File: src/rtl/calc_result_display.sv
// Result display stage: captures a calculator result, converts the integer part
// to BCD with a sequential double-dabble, and scans it onto a 5-digit 7-seg display.
module calc_result_display #(
    parameter int SCAN_DIV    = 50000,
    parameter bit SEG_ACT_LOW = 1'b1,
    parameter bit AN_ACT_LOW  = 1'b1
) (
    input  logic       clk,
    input  logic       rst_n,
    input  logic       load,
    input  logic [7:0] int_val,
    input  logic [3:0] frac1,
    input  logic [3:0] frac2,
    input  logic       show_frac,
    output logic       busy,
    output logic [6:0] seg,
    output logic       dp,
    output logic [4:0] an
);
    localparam int CW = (SCAN_DIV > 1) ? $clog2(SCAN_DIV) : 1;

    typedef enum logic {IDLE, CONV} state_t;
    state_t state, state_nxt;

    logic        accept, done;
    logic [2:0]  step;
    logic [19:0] sr, sr_adj, sr_nxt;
    logic [3:0]  f1_l, f2_l;
    logic        sf_l;
    logic [3:0]  hun, ten, uni, fr1, fr2;
    logic        sfr;

    always_ff @(posedge clk or negedge rst_n) begin
        if (!rst_n) state <= IDLE;
        else        state <= state_nxt;
    end

    always_comb begin
        state_nxt = state;
        accept    = 1'b0;
        done      = 1'b0;
        case (state)
            IDLE: if (load) begin
                accept    = 1'b1;
                state_nxt = CONV;
            end
            CONV: if (step == 3'd7) begin
                done      = 1'b1;
                state_nxt = IDLE;
            end
            default: state_nxt = IDLE;
        endcase
    end

    assign busy = (state == CONV);

    // one double-dabble step: add-3 on BCD nibbles >= 5, then shift
    always_comb begin
        sr_adj = sr;
        for (int k = 0; k < 3; k++)
            if (sr[8+4*k +: 4] >= 4'd5)
                sr_adj[8+4*k +: 4] = sr[8+4*k +: 4] + 4'd3;
        sr_nxt = sr_adj << 1;
    end

    always_ff @(posedge clk or negedge rst_n) begin
        if (!rst_n) begin
            sr   <= '0;
            step <= '0;
            f1_l <= '0;
            f2_l <= '0;
            sf_l <= 1'b0;
            hun  <= '0;
            ten  <= '0;
            uni  <= '0;
            fr1  <= '0;
            fr2  <= '0;
            sfr  <= 1'b0;
        end else begin
            if (accept) begin
                sr   <= {12'd0, int_val};
                step <= '0;
                f1_l <= frac1;
                f2_l <= frac2;
                sf_l <= show_frac;
            end else if (busy) begin
                sr   <= sr_nxt;
                step <= step + 3'd1;
            end
            if (done) begin
                hun <= sr_nxt[19:16];
                ten <= sr_nxt[15:12];
                uni <= sr_nxt[11:8];
                fr1 <= f1_l;
                fr2 <= f2_l;
                sfr <= sf_l;
            end
        end
    end

    logic [CW-1:0] cnt;
    logic [2:0]    idx, idx_nxt;
    logic          wrap;

    assign wrap    = (cnt == CW'(SCAN_DIV - 1));
    assign idx_nxt = wrap ? ((idx == 3'd4) ? 3'd0 : idx + 3'd1) : idx;

    always_ff @(posedge clk or negedge rst_n) begin
        if (!rst_n) begin
            cnt <= '0;
            idx <= '0;
        end else begin
            cnt <= wrap ? '0 : cnt + CW'(1);
            idx <= idx_nxt;
        end
    end

    // decode from the values that will be visible after this edge, so the
    // output registers switch on the same edge as the index or display update
    logic [3:0] e_h, e_t, e_u, e_f1, e_f2, dig;
    logic       e_sf, on, dot, lead_h, lead_t;
    logic [6:0] code;

    assign e_h  = done ? sr_nxt[19:16] : hun;
    assign e_t  = done ? sr_nxt[15:12] : ten;
    assign e_u  = done ? sr_nxt[11:8]  : uni;
    assign e_f1 = done ? f1_l : fr1;
    assign e_f2 = done ? f2_l : fr2;
    assign e_sf = done ? sf_l : sfr;

    always_comb begin
        dig    = e_u;
        on     = 1'b1;
        dot    = 1'b0;
        lead_h = (e_h != 4'd0);
        lead_t = lead_h || (e_t != 4'd0);
        if (!e_sf) begin
            case (idx_nxt)
                3'd0:    dig = e_u;
                3'd1:    begin dig = e_t; on = lead_t; end
                3'd2:    begin dig = e_h; on = lead_h; end
                default: on = 1'b0;
            endcase
        end else begin
            case (idx_nxt)
                3'd0:    dig = e_f2;
                3'd1:    dig = e_f1;
                3'd2:    begin dig = e_u; dot = 1'b1; end
                3'd3:    begin dig = e_t; on = lead_t; end
                3'd4:    begin dig = e_h; on = lead_h; end
                default: on = 1'b0;
            endcase
        end
        case (dig)
            4'd0:    code = 7'h3F;
            4'd1:    code = 7'h06;
            4'd2:    code = 7'h5B;
            4'd3:    code = 7'h4F;
            4'd4:    code = 7'h66;
            4'd5:    code = 7'h6D;
            4'd6:    code = 7'h7D;
            4'd7:    code = 7'h07;
            4'd8:    code = 7'h7F;
            4'd9:    code = 7'h6F;
            default: code = 7'h40;
        endcase
    end

    logic [6:0] seg_q;
    logic       dp_q;
    logic [4:0] an_q;

    always_ff @(posedge clk or negedge rst_n) begin
        if (!rst_n) begin
            seg_q <= '0;
            dp_q  <= 1'b0;
            an_q  <= '0;
        end else if (wrap || done) begin
            seg_q <= on ? code : 7'h00;
            dp_q  <= on & dot;
            an_q  <= on ? (5'd1 << idx_nxt) : 5'd0;
        end
    end

    assign seg = SEG_ACT_LOW ? ~seg_q : seg_q;
    assign dp  = SEG_ACT_LOW ? ~dp_q  : dp_q;
    assign an  = AN_ACT_LOW  ? ~an_q  : an_q;
endmodule

File: config.mk
export PLATFORM = sky130hd
export DESIGN_NAME = calc_result_display
export DESIGN_NICKNAME = d
export VERILOG_FILES = /design/src/rtl/calc_result_display.sv
export SDC_FILE = /design/constraint.sdc
export NUM_CORES = 1
export LEC_CHECK = 0
export ABC_AREA = 1
export CORE_UTILIZATION = 40
export CTS_CLUSTER_SIZE = 30
export DETAILED_ROUTE_END_ITERATION = 7
export GPL_TIMING_DRIVEN = 0
export SLEW_MARGIN = 25
export SYNTH_ARGS = -nofsm -noshare
export SYNTH_HDL_FRONTEND = slang
export SYNTH_SLANG_ARGS = --single-unit
File: constraint.sdc
create_clock -name clk -period 2.9 [get_ports clk]
set_input_delay 0.435 -clock clk [delete_from_list [all_inputs] [get_ports clk]]
set_output_delay 0.435 -clock clk [all_outputs]
set_load 0.02 [all_outputs]
Word-level counts from Yosys, hierarchy flattened

Memories as Yosys holds them, arrays and structs flattened.
Index checks and enable logic that the tools add are counted.

Bits of input ports: 20
Memories: 1
Register bits: 86
ROM bits: 112
Logic and storage cells: 79
Output and inout port bits: 14

Memory list:

| name             | words | width | read ports | clocked after Yosys merged registers in | write ports | line | source |
|---|---|---|---|---|---|---|---|
| (name not given) | 16    | 7     | 1          | 0                                       | 0           | 154  | `case (dig)` |

Shift-type cells: 1
Reductions and logical operators: 7
Mux-type cells: 32
Add/subtract/negate cells: 6
Magnitude comparators: 3
Bitwise logic cells: 5
Equality and inequality tests: 7

Operators by type and width:

| cell                  | count |
|---|---|
| $mux 20               | 2 |
| $mux 4                | 8 |
| $add 16x1->16 const B | 1 |
| $eq 16x16->1 const B  | 1 |
| $mux 16               | 1 |
| $pmux 4 s4            | 1 |
| $mux 3                | 5 |
| $ge 4x3->1 const B    | 3 |
| $eq 3x3->1 const B    | 3 |
| $mux 1                | 9 |
| $add 4x2->4 const B   | 2 |
| $pmux 4 s2            | 1 |
| $reduce_bool 4->1     | 2 |
| $mux 7                | 1 |
| $not 7->7             | 1 |
| $add 3x1->3 const B   | 2 |
| $eq 3x2->1 const B    | 2 |
| $pmux 1 s3            | 2 |
| $mux 5                | 1 |
| $not 5->5             | 1 |
| $shl 1x3->5 const A   | 1 |
| $add 3x2->3 const B   | 1 |
| $eq 3x1->1 const B    | 1 |
| $logic_not 3->1       | 1 |
| other kinds (6)       | 8 |

Longest topological paths before layout

Gate-level depths: netlist of the first run.

Word-level depth: 9
Mapped depth: 20
Depth with buffers taken out: 20

Least setup slack after synthesis of the first run

Ideal clock, no wire load.

Kind: flip-flop to flip-flop
Start point: reg step[0]
End point: reg seg_q[3]
Setup slack: 0.376 ns
Data arrival time: 2.458 ns
Required time: 2.834 ns
Buffers on the path: 0
Period minus slack after synthesis: 2.524 ns
Cell stages (with the launch flop): 16
Setup time: 0.066 ns
Cell sequence: dfrtp_1 -> ha_1 -> ha_1 -> nand2_1 -> inv_2 -> or2_2 -> o21ai_2 -> inv_1 -> o21bai_1 -> nand2_1 -> inv_1 -> ha_1 -> nand3b_1 -> nand3_1 -> nand2_1 -> nand2_1

Elaborated cells on any way between the ends: 21
Those cells by class: eq/ne (1); mux (15); reduce/logical (4); memory (1)

RTL lines:

| what                   | line | source |
|---|---|---|
| from (decl)            | 26   | `logic [2:0] step;` |
| from (signal assigned) | 88   | `step <= step + 3'd1;` |
| $eq 3x3->1 *           | 47   | `CONV: if (step == 3'd7) begin` |
| $mux 1 *               | 47   |  |
| $mux 1 *               | 42   | `case (state)` |
| $mux 1 *               | -    |  |
| via e_sf               | 121  | `logic e_sf, on, dot, lead_h, lead_t;` |
| $mux 4                 | 137  | `if (!e_sf) begin` |
| $mem_v2 16x7           | -    |  |
| $mux 7 *               | 179  | `seg_q <= on ? code : 7'h00;` |
| to (signal assigned)   | 179  |  |
| to (decl)              | 169  | `logic [6:0] seg_q;` |

Mark *: on every way through the listed nets, which the timed path passes. The rest lies on a longest branch.
A chain may end at the register's enable or synchronous reset.

Worst setup path in the final report of the first run

Start point: reg step[0]
End point: reg an_q[4]

Word-level cells in the longest chain between the ends: 9
Elaborated cells on any way between the ends: 14
Those cells by class: eq/ne (1); mux (9); reduce/logical (4)

RTL lines:

| what                                        | line     | source |
|---|---|---|
| $eq 3x3->1 *                                | 47       |  |
| $mux 1 *                                    | 47       |  |
| $mux 1 *                                    | 42       |  |
| $mux 4                                      | -        |  |
| $reduce_bool 4->1, on equally long branches | 135, 136 |  |
| $logic_or 1x1->1                            | 136      | `lead_t = lead_h \|\| (e_t != 4'd0);` |
| $pmux 1 s3, on equally long branches        | 138, 145 |  |
| $mux 1                                      | 137      |  |
| $mux 5                                      | 181      | `an_q <= on ? (5'd1 << idx_nxt) : 5'd0;` |
| to (signal assigned)                        | 181      |  |
| to (decl)                                   | 171      | `logic [4:0] an_q;` |

Every way passes the cells marked *; elsewhere a longest branch is shown, timed or not.

==> results of run 1 <==
-- state kept, by name (all words and copies together) (netlist names) --
| register | count |
|---|---|
| fr2 | 4 |
| dp_q | 1 |
| f2_l | 4 |
| sr | 20 |
| idx | 3 |
| f1_l | 4 |
| seg_q | 7 |
| an_q | 5 |
| ten | 4 |
| fr1 | 4 |
| sf_l | 1 |
| step | 3 |
| hun | 4 |
| busy | 1 |
| uni | 4 |
| cnt | 16 |
| sfr | 1 |
-- layer usage --
metal  track usage (%)  up-vias  routed length (um)
met5                 0        -                   0
met1             22.50     1786                4584
met3             3.794       18                 367
met4             5.714        0                 151
met2             30.86       80                4676
li1                  -     1985                   -
-- power by group through the flow --
| stage | logic [mW] | registers (mW) | clock network (mW) |
|---|---|---|---|
| 6_report | 2.25 | 1.77 | 1.06 |
| 5_1_grt | 2.62 | 1.82 | 1.14 |
| 4_1_cts | 2.23 | 1.77 | 1.09 |
| 3_5_place_dp | 2.22 | 1.79 | 0 |
| 3_3_place_gp | 2.16 | 1.78 | 0 |
| 2_1_floorplan | 1.65 | 1.75 | 0 |
-- cells in the final DEF, fill, tap and decap left out, drive strengths merged, types with 2 or more instances in the layout --
| master | n |
|---|---|
| ha | 16 |
| xor2 | 3 |
| clkinv | 7 |
| inv | 76 |
| a21oi | 14 |
| o21bai | 3 |
| nand4 | 5 |
| nor2 | 54 |
| o21ai | 34 |
| dfrtp | 86 |
| nand3 | 45 |
| o221ai | 8 |
| a22o | 2 |
| clkdlybuf4s50 | 32 |
| clkbuf | 18 |
| o22ai | 6 |
| nand2 | 222 |
| buf | 11 |
| nand3b | 4 |
| clkinvlp | 2 |
-- stage by stage --
stage / hold WS, ps / cells / setup TNS [ps]
2_1_floorplan: 139.4 / 595 / 0
3_3_place_gp: 448.3 / 768 / -153940
3_5_place_dp: 369.0 / 769 / -85.02
4_1_cts: 9.800 / 785 / 0
5_1_grt: 18.93 / 791 / -30.43
6_report: -5.336 / 791 / 0
-- kinds of logic (layout without fill, tap and decap cells) --
kind of cell / Yosys count / in the layout
flip-flops: 86 / 86
AND/OR/NAND/NOR: 332 / 332
AO/OA/AOI/OAI: 68 / 68
adder cells (fa/ha/maj): 16 / 16
XOR/XNOR: 3 / 3
buffers and inverters: 90 / 146
-- timing repair --
| item | CTS | global route |
|---|---|---|
| buffers inserted | 0 | 6 |
| hold buffers | 0 | 0 |
| pin swaps | 0 | 5 |
| setup endpoints to repair | 3 | 8 |
| resized for setup | 1 | 19 |
-- final cells by class --
cell class | count | area, sq um | share of cell area (%)
Multi-Input combinational cell | 419 | 2197 | 39.60
Sequential cell | 86 | 2152 | 38.79
Timing Repair Buffer | 40 | 404.1 | 7.285
Inverter | 82 | 307.8 | 5.548
Clock buffer | 13 | 250.2 | 4.511
Tap cell | 140 | 175.2 | 3.157
Buffer | 8 | 41.29 | 0.7442
Clock inverter | 3 | 20.02 | 0.3608
-- final timing paths --
| path | endpoint | slack (ps) |
|---|---|---|
| setup / recovery | an_q[4] | 200 |
| hold / removal | cnt[11] | -5 |
| setup reg to reg | an_q[4] | 200 |
| hold reg to reg | cnt[15] | 460 |
| max in group asynchronous | fr1[1] | 2340 |
| min in group clk | cnt[15] | 460 |
-- critical path, cell delays in order (launching register included) --
cell,delay [ps]
dfrtp_1,400
ha_1,200
ha_1,210
nand2_4,120
inv_2,110
buf_2,210
nor2_1,430
clkinv_1,390
nand2_2,250
inv_2,60
nand3_1,80
o21ai_0,110
==> run_results.csv, run 1 <==
group,metric,value,unit
sta,whs,-5.336,ps
run,cap_viol_max_count,0,
pwr,vdd_ir_drop_max,0.3985,mV
logic_synthesis,postSynth.asyncResetShare,100.0,%
place,port_buffers,33,
worst_setup_path,reg2regPathDepth,11,
min_path,hold_class,"in2async",
pwr,power_frac_comb,44.3,%
logic_synthesis,synth-seq-area-share,46.55,%
die,dieArea,11990,sq um
route,drt_iter0_drc,185,
sta,fin_crit,2700,ps
run_status,violations,"hold timing",
die,rows,38,
pwr,power,5.090,mW
logic_synthesis,yosysWarnings,0,
final_layout,final.fill_count,1067,
pwr,power.leakage,2.789,nW
sta,setup_viol,0,
sta,slew_headroom,62.43,%
pwr,power.switching,2.080,mW
logic_synthesis,synth_top_cell_area_share,46.55,%
logic_synthesis,synth_compound_area_share,8.877,%
logic_synthesis,muxShareOfSynthArea,0,%
route,first_pass_iters,5,
clock_tree,clock-root-buffer,"clkbuf_16",
sta,fin_crit_sh,93.12,%
logic_synthesis,ys_top_cells_by_area,"dfrtp_1 47%, nand2_1 16%, inv_1 5.8%, nand3_1 4.5%, ha_1 4.3%",
route,viasPerCell,4.891,
place,pre_cts_ws,-54.51,ps
pwr,seqPwrFrac,34.8,%
worst_setup_path,crit_arrival,2900,ps
logic_synthesis,synthXorXnorAreaFrac,0.5683,%
global_routing,grt_pass1_vias,3782,
worst_setup_path,start_kind,"flop",
final_layout,area_delta_synth_final,20.00,%
pwr,internal_power,3.010,mW
logic_synthesis,yosys.area.top_type,"dfrtp_1",
final_layout,final_nets,682,
clock_tree,tritoncts,"done",
die,core-area,11030,sq um
worst_setup_path,worstReg2RegStart,"step[0]",
die,io_pins,34,
sta,layout_setup_ws,199.5,ps
final_layout,diodes,0,
route,drt-wirelength-per-cell,12.36,um
clock_tree,cts_inserted_buffers,9,
die,start_util,41.91,%
logic_synthesis,synth.distinct_cells,30,
sta,tightest_slew,557.7,ps
die,fp.dieH,109.5,um
clock_tree,cts_sinks,86,
logic_synthesis,synthTopCellsByCount,"202 x nand2_1, 86 x dfrtp_1, 71 x inv_1",
logic_synthesis,synth_edf_count,0,
worst_setup_path,end_kind,"flop",
clock_tree,clk_latency,330,ps
global_routing,grt_max_degree,51,
final_layout,drive_gt1_share,11.52,%
sta,final_hold_viol_count,4,
route,wirelength,9780,um
logic_synthesis,synth-adder-area-share,4.330,%
sta,slew_viol_final,0,
worst_setup_path,crit_fanout,10,
logic_synthesis,syn_inst,595,
logic_synthesis,syn_area,4623,sq um
logic_synthesis,synth_ff_type,"dfrtp_1",
global_routing,antenna_found_initial,0,
place,dp_hpwl,7149,um
sta,skew,6.664,ps
pwr,sw_frac_of_total,40.87,%
die,die_x,109.5,um
final_layout,design_area,5548,sq um
clock_tree,clk_path_buf_depth,2,
logic_synthesis,synth-simple-area-share,32.15,%
global_routing,gr-total-overflow,0,
logic_synthesis,yosysMostFrequentCell,"nand2_1",
place,place_congestion,0.8561,
logic_synthesis,synth_top_family_by_area,"simple AND/OR/NAND/NOR gates",
run_status,status,"finished, violations left",
logic_synthesis,syn_nets,631,
pwr,clockPowerShare,20.9,%
logic_synthesis,syn_avg_cell_area,7.770,sq um
logic_synthesis,synth_seq_cells,86,
global_routing,grt.total_usage,17.95,%
sta,max_freq,0.3703,GHz
final_layout,fin_util,50.29,%
clock_tree,cts-htree-levels,3,
global_routing,grt_pass1_wl,16820,um
route,vias,3869,
clock_tree,clkTransAtPathRegs,60,ps
worst_setup_path,critPathLaunch,"step[0]",
worst_setup_path,critical_path_class,"reg2reg",
worst_setup_path,critPathRequiredTime,3100,ps
place,place_area,5157,sq um
pwr,p_per_area,917.6,nW/um^2
route,drc_errors,0,
route,ant_nets,0,
Power figures use the tool's default switching activity.
==> run 2, diff against run 1 <==
==> constraint.sdc (replaced) <==
create_clock -name clk -period 2.9 [get_ports clk]
set_input_delay 0.725 -clock clk [delete_from_list [all_inputs] [get_ports clk]]
set_output_delay 0.725 -clock clk [all_outputs]
set_load 0.02 [all_outputs]
==> results of run 2 <==
The final DEF is identical to that of run 1. Status: finished, final reports clean.
Main changes from that run: hold slack -5.336 ps -> 284.7 ps; number of hold violations in the final report 4 -> 0
